File: config.mk
export PLATFORM = sky130hd
export DESIGN_NAME = key_reset_gen_flat
export DESIGN_NICKNAME = d
export VERILOG_FILES = /design/src/rtl/key_reset_gen_if.sv /design/src/rtl/key_reset_gen.sv /design/src/flat_wrapper.sv
export SDC_FILE = /design/constraint.sdc
export NUM_CORES = 1
export LEC_CHECK = 0
export ABC_CLOCK_PERIOD_IN_PS = 2400
export BUFFER_PORTS_ARGS = -buffer_cell sky130_fd_sc_hd__buf_2
export CORE_MARGIN = 4
export CORE_UTILIZATION = 55
export CTS_CLUSTER_DIAMETER = 50
export CTS_CLUSTER_SIZE = 10
export DETAILED_ROUTE_END_ITERATION = 7
export GPL_TIMING_DRIVEN = 0
export PLACE_DENSITY = 0.72
export SKIP_LAST_GASP = 1
export SLEW_MARGIN = 20
export SYNTH_ARGS = -nofsm -noshare
export SYNTH_HDL_FRONTEND = slang
export SYNTH_SLANG_ARGS = --single-unit
export TNS_END_PERCENT = 100
File: constraint.sdc
create_clock -name clk -period 2.4 [get_ports clk]
set_input_delay 0.24 -clock clk [delete_from_list [all_inputs] [get_ports clk]]
set_output_delay 0.24 -clock clk [all_outputs]
set_load 0.01 [all_outputs]
File: src/rtl/key_reset_gen_if.sv
// rtl/key_reset_gen_if.sv - button input and reset/level/strobe outputs of key_reset_gen
interface key_reset_gen_if;
    logic key_n;
    logic core_rst_n;
    logic key_level;
    logic press_pulse;

    modport master (
        output key_n,
        input  core_rst_n,
        input  key_level,
        input  press_pulse
    );

    modport slave (
        input  key_n,
        output core_rst_n,
        output key_level,
        output press_pulse
    );
endinterface

File: src/rtl/key_reset_gen.sv
// rtl/key_reset_gen.sv - button synchroniser, debouncer and stretched core reset generator
module key_reset_gen #(
    parameter int DEBOUNCE_CYCLES = 50000,
    parameter int STRETCH_CYCLES  = 16,
    parameter int CNT_W           = 16
) (
    input logic            clk,
    input logic            rst,
    key_reset_gen_if.slave bus
);

    typedef enum logic [2:0] {
        S_STRETCH,
        S_IDLE,
        S_PRESS_WAIT,
        S_HELD,
        S_REL_WAIT
    } state_t;

    localparam logic [CNT_W-1:0] DEB_LAST = CNT_W'(DEBOUNCE_CYCLES - 1);
    localparam logic [CNT_W-1:0] STR_LAST = CNT_W'(STRETCH_CYCLES - 1);

    state_t           state_q, state_d;
    logic [CNT_W-1:0] cnt_q, cnt_d;
    logic [1:0]       sync_q, sync_d;
    logic             core_rst_n_q, core_rst_n_d;
    logic             key_level_q, key_level_d;
    logic             press_pulse_q, press_pulse_d;
    logic             key_s;

    // Synchroniser resets to "released" so a reset never looks like a press.
    assign key_s = ~sync_q[1];

    always_ff @(posedge clk or posedge rst) begin
        if (rst) begin
            state_q       <= S_STRETCH;
            cnt_q         <= '0;
            sync_q        <= 2'b11;
            core_rst_n_q  <= 1'b0;
            key_level_q   <= 1'b0;
            press_pulse_q <= 1'b0;
        end else begin
            state_q       <= state_d;
            cnt_q         <= cnt_d;
            sync_q        <= sync_d;
            core_rst_n_q  <= core_rst_n_d;
            key_level_q   <= key_level_d;
            press_pulse_q <= press_pulse_d;
        end
    end

    always_comb begin
        sync_d        = {sync_q[0], bus.key_n};
        state_d       = state_q;
        cnt_d         = cnt_q;
        core_rst_n_d  = core_rst_n_q;
        key_level_d   = key_level_q;
        press_pulse_d = 1'b0;

        case (state_q)
            S_STRETCH: begin
                if (cnt_q == STR_LAST) begin
                    state_d      = S_IDLE;
                    cnt_d        = '0;
                    core_rst_n_d = 1'b1;
                end else begin
                    cnt_d = cnt_q + 1'b1;
                end
            end

            S_IDLE: begin
                if (key_s) begin
                    state_d = S_PRESS_WAIT;
                    cnt_d   = '0;
                end
            end

            S_PRESS_WAIT: begin
                if (!key_s) begin
                    state_d = S_IDLE;
                    cnt_d   = '0;
                end else if (cnt_q == DEB_LAST) begin
                    state_d       = S_HELD;
                    cnt_d         = '0;
                    key_level_d   = 1'b1;
                    press_pulse_d = 1'b1;
                    core_rst_n_d  = 1'b0;
                end else begin
                    cnt_d = cnt_q + 1'b1;
                end
            end

            S_HELD: begin
                core_rst_n_d = 1'b0;
                key_level_d  = 1'b1;
                if (!key_s) begin
                    state_d = S_REL_WAIT;
                    cnt_d   = '0;
                end
            end

            // Core stays in reset through release; S_STRETCH raises it later.
            S_REL_WAIT: begin
                if (key_s) begin
                    state_d = S_HELD;
                    cnt_d   = '0;
                end else if (cnt_q == DEB_LAST) begin
                    state_d     = S_STRETCH;
                    cnt_d       = '0;
                    key_level_d = 1'b0;
                end else begin
                    cnt_d = cnt_q + 1'b1;
                end
            end

            default: begin
                state_d      = S_STRETCH;
                cnt_d        = '0;
                core_rst_n_d = 1'b0;
                key_level_d  = 1'b0;
            end
        endcase
    end

    assign bus.core_rst_n  = core_rst_n_q;
    assign bus.key_level   = key_level_q;
    assign bus.press_pulse = press_pulse_q;

endmodule

File: src/flat_wrapper.sv
// flat-port wrapper written by rule: the top's interface ports become plain ports
module key_reset_gen_flat 
#(
    parameter int DEBOUNCE_CYCLES = 50000,
    parameter int STRETCH_CYCLES  = 16,
    parameter int CNT_W           = 16
)
  (clk, rst, bus_key_n, bus_core_rst_n, bus_key_level, bus_press_pulse);
  key_reset_gen_if bus_i ();
  input logic clk;
  input logic rst;
  input wire logic [$bits(bus_i.key_n)-1:0] bus_key_n;
  output wire logic [$bits(bus_i.core_rst_n)-1:0] bus_core_rst_n;
  output wire logic [$bits(bus_i.key_level)-1:0] bus_key_level;
  output wire logic [$bits(bus_i.press_pulse)-1:0] bus_press_pulse;
  assign bus_i.key_n = bus_key_n;
  assign bus_core_rst_n = bus_i.core_rst_n;
  assign bus_key_level = bus_i.key_level;
  assign bus_press_pulse = bus_i.press_pulse;
  key_reset_gen #(.DEBOUNCE_CYCLES(DEBOUNCE_CYCLES), .STRETCH_CYCLES(STRETCH_CYCLES), .CNT_W(CNT_W)) u_core (.clk(clk), .rst(rst), .bus(bus_i));
endmodule
## Word level (Yosys, flattened, before mapping)

Cells that the tools add are included.

- Reduce and logical (&&, ||, !) cells: 7
- Mux-type cells: 26
- $add $sub $neg: 1
- Equality and inequality tests: 15
- Bitwise operators: 2

Operators with widths:

| kind | count |
|---|---|
| 16-bit 2-to-1 mux | 6 |
| 16-bit case mux with 5 select lines | 1 |
| 3-bit 2-to-1 mux | 7 |
| 16-bit by 1-bit adder with 16-bit output, second input constant | 1 |
| 16-bit == test, second input constant | 1 |
| 16-bit by 4-bit == test with 1-bit output, second input constant | 1 |
| 3-bit case mux with 5 select lines | 1 |
| 2-bit by 1-bit inequality test with 1-bit output, second input constant | 5 |
| 5-bit AND reduction | 2 |
| 1-bit 2-to-1 mux | 9 |
| 3-bit by 2-bit == test with 1-bit output, second input constant | 2 |
| 2-bit inequality test, second input constant | 2 |
| 1-bit case mux with 4 select lines | 1 |
| 4-bit AND reduction | 1 |
| 2-bit OR reduction | 2 |
| 3-bit by 1-bit == test with 1-bit output, second input constant | 1 |
| 3-bit == test, second input constant | 1 |
| 3-bit logical NOT | 1 |
| 3-bit by 1-bit inequality test with 1-bit output, second input constant | 1 |
| 3-bit inequality test, second input constant | 1 |
| 1-bit case mux with 3 select lines | 1 |
| 1-bit inverter | 2 |
| 2-bit AND reduction | 1 |

- Logic and storage cells: 57
- Output and inout port bits: 3
- Register bits after elaboration: 24

## Depth between registers and ports, before layout

Gate-level depths: netlist of run 1.

- Word-level depth: 4
- Mapped depth: 7
- Depth with buffers taken out: 6

## Worst setup path before layout of run 1

No wires, ideal clock.

- Kind: register to register
- From: register u_core.cnt_q[4]
- To: register u_core.cnt_q[2]
- Setup time: 126 ps
- Clock period less this slack: 1,707 ps
- Cell stages (with the launch flop): 6
- Path slack: 693 ps
- Path buffers: 0
- Required time: 2,274 ps
- Data arrival time: 1,581 ps
- Cell sequence: dfrtp_1 > nor4_4 > nand3_4 > o31ai_4 > nand2_1 > a221o_1

- Word-level cells in the longest chain between the ends: 4
- Elaborated cells between the ends (all ways): 7

RTL lines:

| element | RTL line | source |
|---|---|---|
| start: declaration | key_reset_gen.sv:24 | `logic [CNT_W-1:0] cnt_q, cnt_d;` |
| start signal: assignment | key_reset_gen.sv:44 | `cnt_q <= cnt_d;` |
| 16-bit == test | key_reset_gen.sv:82, key_reset_gen.sv:107 |  |
| 16-bit 2-to-1 mux | key_reset_gen.sv:82, key_reset_gen.sv:107 |  |
| 16-bit 2-to-1 mux, on equally long branches | key_reset_gen.sv:104, key_reset_gen.sv:79 |  |
| 16-bit case mux with 5 select lines * | key_reset_gen.sv:60 | `case (state_q)` |

Every way passes the cells marked *; elsewhere a longest branch is shown, timed or not.
A chain may end at the register's enable or synchronous reset.

## Final worst setup path of run 1

Ends and elaborated chain as after synthesis.

==> out/results.ini, run 1 <==
[worst_setup_path]
crit_cells = 5
r2r_cells = 5
path_max_fanout = 8
worst-r2r-setup-slack_ns = 0.45
critical_path_class = flip-flop to flip-flop
cpLargestDelayFamily = simple AND/OR/NAND/NOR gates
cp-endpoint = u_core.cnt_q[2]
start_kind = flip-flop
crit_arrival_ns = 2.16
r2r_start = u_core.cnt_q[4]
reg2reg_to = u_core.cnt_q[2]
critPathCaptureType = flip-flop
cp.required_ns = 2.61
worstSetupStartpoint = u_core.cnt_q[4]
crit_slowest_cell = dfrtp_1
path_buf_inv = 0
crit_chain = nor4_4, nand3_4, o31ai_4, nand2_1, a221o_1
max_stage_delay_ns = 0.48

[floorplanning]
die_w_um = 58.7
die_h_um = 58.7
core.rowCount = 18
die_area_um2 = 3440
ios = 6
core_area_um2 = 2450
start_util_pct = 57.5

[routing]
drt-total-wl_um = 2660
vias_per_cell = 5.91
drt_iter0_markers = 26
drt_pass1_iterations = 6
routedWlPerCell_um = 14.6
antenna_left = 0
drc = 0
vias = 1076

[synthesis]
synth_ff_type = dfrtp_1
ys_types = 52
synthArstFlopShare_pct = 100
postSynthCellCount = 142
synth_area_per_cell_um2 = 9.95
synth-edff-count = 0
syn_nets = 146
syn_area_um2 = 1410
ys_seq_area_share_pct = 42.7
yosys_warnings = 0
synth_seq_cells = 24

[flow_run]
cap_violations = 0

[clocking]
postCtsHoldBufs = 1
numCtsBuffers = 3
clk_path_buf_depth = 2
cts.repair.resized = 0
post_cts_buffers = 0
cts-htree-levels = 1
cts_tree = done
clk_pin_slew_ns = 0.13
cts-root-buf = clkbuf_4
clk_latency_ns = 0.32
clock_sinks = 24

[place]
gp_congestion = 0.801
dpl-instance-area_um2 = 1480
dp_hpwl_um = 1930
io_buffers = 5

[timing]
finalHoldViolations = 0
grt_setup_unrepaired = no
slew_headroom_pct = 40.7
setup_viol = 0
slew_viol_final = 0
finalCriticalPeriod_ns = 1.95
max_freq_mhz = 512
tightest_slew_ns = 0.888
setup_tns_ns = 0
fin_skew_ns = 0.00434
final.period_utilization_pct = 81.4

[layout]
final_cell_mix = 22 x dfrtp_1, 17 x nor2_1, 8 x nand3_1
mostFrequentLayoutCell = dfrtp_1
final_area_um2 = 1520
nets = 157
synthToLayoutAreaGrowth_pct = 7.71
num_antenna_cells = 0
post_route_cells_drive_above_1_share_pct = 18.4

[power_and_ir_drop]
ir_drop_uv = 652
power_density_nw_per_um2 = 813
p_leak_nw = 0.641

[global_routing]
grt_pass1_vias = 1046
antenna_found_initial = 0
grt_pass1_wl_um = 4800
grt_max_degree = 25
gr-total-overflow = 0
track_usage_pct = 18.5

[run_status]
status = completed

[worst_hold_path]
min_path_type = input port to async pin

kinds of logic after synthesis:
family / synth area share, %
AOI/OAI and AO/OA: 15.9
xor gates and xnor gates: 8.06
adders and majority gates: 0.886
buffers and inverters: 3.99
DFF: 42.7
muxes: 0.797
and+or+nand+nor: 27.6
state kept, by name (all words and copies together) (netlist names):
signal	count
u_core.bus.key_level	1
u_core.cnt_q	16
u_core.bus.press_pulse	1
u_core.bus.core_rst_n	1
u_core.state_q	3
u_core.sync_q	2
cell usage after synthesis (all sizes together) (3+ instances only):
| library cell | count | share of area [%] |
|---|---|---|
| dfrtp | 22 | 39 |
| nor2 | 17 | 4.5 |
| nand3 | 9 | 4.1 |
| nand2 | 7 | 1.9 |
| o21ai | 7 | 2.5 |
| xor2 | 7 | 4.3 |
| xnor2 | 6 | 3.7 |
| a21oi | 5 | 1.8 |
| and3 | 5 | 2.5 |
| buf | 4 | 2.7 |
| nor3 | 4 | 2.2 |
| o31ai | 4 | 3.5 |
| and2 | 3 | 1.5 |
| clkbuf | 3 | 0.80 |
| nand4 | 3 | 1.3 |
worst min path at each step:
stage	start	to	slack, ns	depth (start not counted)
2_1_floorplan	bus_key_n	u_core.sync_q[0]	0.24	0
3_3_place_gp	u_core.sync_q[0]	u_core.sync_q[1]	0.35	0
3_5_place_dp	bus_key_n	u_core.sync_q[0]	0.35	1
4_1_cts	rst	u_core.state_q[0]	0.11	2
5_1_grt	rst	u_core.state_q[0]	0.16	2
6_report	rst	u_core.state_q[1]	0.08	2
power breakdown:
part	switching, mW	total [mW]	internal [mW]	leakage [nW]
clock network	0.121	0.214	0.0928	0.0210
registers	0.0415	0.499	0.457	0.313
logic	0.290	0.523	0.233	0.307
total	0.453	1.24	0.784	0.641
through the flow:
stage	std cells	setup slack, ns	util [%]	total power, mW	hold slack, ns
finish	182	0.448	62.0	1.24	0.0829
global route	182	0.347	62.0	1.33	0.157
CTS	182	0.465	62.0	1.24	0.115
detailed placement	177	0.488	60.1	1.03	0.347
global placement	177	0.491	60.1	1.01	0.347
floorplan	142	0.693	-	0.919	0.244
routing by layer:
metal	vias to the layer above	track usage, %	share of wire (%)	wire (um)
li1	539	-	-	-
met1	508	26.4	50	1320
met2	23	26.8	43	1130
met3	6	4.39	5.1	135
met4	0	8.41	2.6	68
met5	-	0	0	0
area by class of cell:
cell class	instances	area [um^2]
Multi-Input combinational cell	109	753
Fill cell	204	933
Timing Repair Buffer	6	35.0
Clock buffer	4	36.3
Tap cell	30	37.5
Inverter	2	7.51
Sequential cell	24	603
Buffer	7	48.8
(Power assumes the default switching activity.)
==> inputs of run 2 (changes only) <==
--- a/config.mk
+++ b/config.mk
@@ -5,15 +5,15 @@
 export SDC_FILE = /design/constraint.sdc
 export NUM_CORES = 1
 export LEC_CHECK = 0
-export ABC_CLOCK_PERIOD_IN_PS = 2400
+export ABC_CLOCK_PERIOD_IN_PS = 1600
 export BUFFER_PORTS_ARGS = -buffer_cell sky130_fd_sc_hd__buf_2
 export CORE_MARGIN = 4
-export CORE_UTILIZATION = 55
+export CORE_UTILIZATION = 54
 export CTS_CLUSTER_DIAMETER = 50
 export CTS_CLUSTER_SIZE = 10
 export DETAILED_ROUTE_END_ITERATION = 7
 export GPL_TIMING_DRIVEN = 0
-export PLACE_DENSITY = 0.72
+export PLACE_DENSITY = 0.74
 export SKIP_LAST_GASP = 1
 export SLEW_MARGIN = 20
 export SYNTH_ARGS = -nofsm -noshare
==> constraint.sdc (replaced) <==
create_clock -name clk -period 1.6 [get_ports clk]
set_input_delay 0.16 -clock clk [delete_from_list [all_inputs] [get_ports clk]]
set_output_delay 0.16 -clock clk [all_outputs]
set_load 0.01 [all_outputs]
==> run 2 against run 1 <==
The run now ends with negative hold slack, negative setup slack left. Highest routed layer unchanged. Routed wire length is 10% higher. Die area is 1.6% higher. Global-route usage is 0.31 points higher. Non-clock buffer count is 10 higher. Sequential power is 49% higher. Power is 62% higher. Flip-flop and latch count stayed put. Via count is 5.4% higher. Clock-buffer cell count stayed put. Sequential share of layout area is 2.1 points lower. Fmax is 7.7% higher.
==> out/results.ini, run 2 (synthesis results as in run 1) <==
[run_status]
status = complete, but fails checks
violations = negative hold slack, negative setup slack

[place]
io_buffers = 5
dp_hpwl_um = 1980
gp_congestion = 0.834
place_ws_ns = -0.282

[timing]
finalCriticalPeriod_ns = 1.81
slew_headroom_pct = 42.1
tightest_slew_ns = 0.867
final.period_utilization_pct = 113
slew_viol_final = 0
hold_ws_ns = -0.0177
layout_setup_ws_ns = -0.212
finalHoldViolations = 11
fin_skew_ns = 0.0144
setup_tns_ns = -2.88
grt_setup_unrepaired = yes
setup_viol = 20
max_freq_mhz = 552

[layout]
largest_reg_flops = 16
synthToLayoutAreaGrowth_pct = 14.3
post_route_cells_drive_above_1_share_pct = 26.5
mostFrequentLayoutCell = dfrtp_1
utilization_pct = 65.2
final_cell_mix = 20 x dfrtp_1, 17 x nor2_1, 11 x buf_4
nets = 167
top_register = u_core.cnt_q
largestRegisters = u_core.cnt_q: 16 flops, u_core.state_q: 3 flops, u_core.sync_q: 2 flops
num_antenna_cells = 0

[clocking]
cts_tree = done
cts-htree-levels = 1
clk_latency_ns = 0.33
clock_sinks = 24
cts-root-buf = clkbuf_4
clk_pin_slew_ns = 0.14
clk_path_buf_depth = 2
numCtsBuffers = 3

[routing]
drc = 0
antenna_left = 0
vias = 1134
drt-total-wl_um = 2930
drt_iter0_markers = 34
routedWlPerCell_um = 15.3
vias_per_cell = 5.91
drt_pass1_iterations = 4

[floorplanning]
core_area_um2 = 2480
die_h_um = 59.1
die_area_um2 = 3500
core.rowCount = 18
die_w_um = 59.1
ios = 6
start_util_pct = 57.0

[power_and_ir_drop]
p_leak_nw = 0.683
finalPower_mw = 2.00
power_density_nw_per_um2 = 1240
ir_drop_uv = 877

[global_routing]
antenna_found_initial = 0
grt_pass1_wl_um = 5030
grt_max_degree = 25
track_usage_pct = 18.9
gr-total-overflow = 0
grt_pass1_vias = 1117

[worst_setup_path]
path_max_fanout = 7
cp.required_ns = 1.81
critPathCaptureType = flip-flop
critical_path_class = flip-flop to flip-flop
start_kind = flip-flop
crit_arrival_ns = 2.02

[flow_run]
cap_violations = 0

[worst_hold_path]
min_path_type = input port to async pin

[run 2: worst max-delay path, stage by stage, from the launching register on]
cell	delay, ns
dfrtp_2	0.44
nor4_4	0.35
nand3_4	0.16
o31ai_4	0.30
nand2_1	0.13
a221o_1	0.32
[run 2: path summary, 6_finish.rpt]
| path | slack [ns] | cells past startpoint | end | from |
|---|---|---|---|---|
| setup / recovery | -0.21 | 5 | u_core.cnt_q[2] | u_core.cnt_q[4] |
| hold / removal | -0.02 | 2 | u_core.state_q[2] | rst |
| setup reg to reg | -0.21 | 5 | u_core.cnt_q[2] | u_core.cnt_q[4] |
| hold reg to reg | 0.37 | 0 | u_core.sync_q[1] | u_core.sync_q[0] |
| max in group asynchronous | 1.01 | 2 | u_core.cnt_q[11] | rst |
| min in group clk | 0.37 | 0 | u_core.sync_q[1] | u_core.sync_q[0] |
[run 2: through the flow]
step,cells,area [um^2]
after global routing,192,1620
after detailed placement,177,1480
final,192,1620
after floorplan,142,1410
after CTS,188,1580
after global placement,177,1480
[run 2: power by group]
| part | switching (mW) | total (mW) | internal, mW |
|---|---|---|---|
| registers | 0.0600 | 0.746 | 0.686 |
| logic | 0.489 | 0.929 | 0.439 |
| clock network | 0.187 | 0.326 | 0.139 |
[run 2: repair_timing]
action | in CTS | in global routing
setup endpoints to repair | 19 | 21
setup buffers | 6 | 4
pin swaps | 4 | 2
hold buffers | 1 | 0
gates resized for setup | 4 | 4
endpoints found under the hold margin | 1 | 0
[run 2: metal layers]
metal	routed length, um	track usage, %	share of wire, %	vias up
met5	0	0	0	-
met4	47	8.41	1.6	0
met3	90	2.61	3.1	5
met2	1390	30.3	47	20
met1	1400	25.3	48	556
li1	-	-	-	553
[run 2: layout make-up]
| class | instances | area [um^2] |
|---|---|---|
| inverters | 2 | 7.51 |
| multi-input cells | 109 | 764 |
| plain buffers | 7 | 50.0 |
| repair buffers | 16 | 114 |
| well taps | 30 | 37.5 |
| clock buffers | 4 | 36.3 |
| fillers | 201 | 862 |
| flip-flops and latches | 24 | 606 |
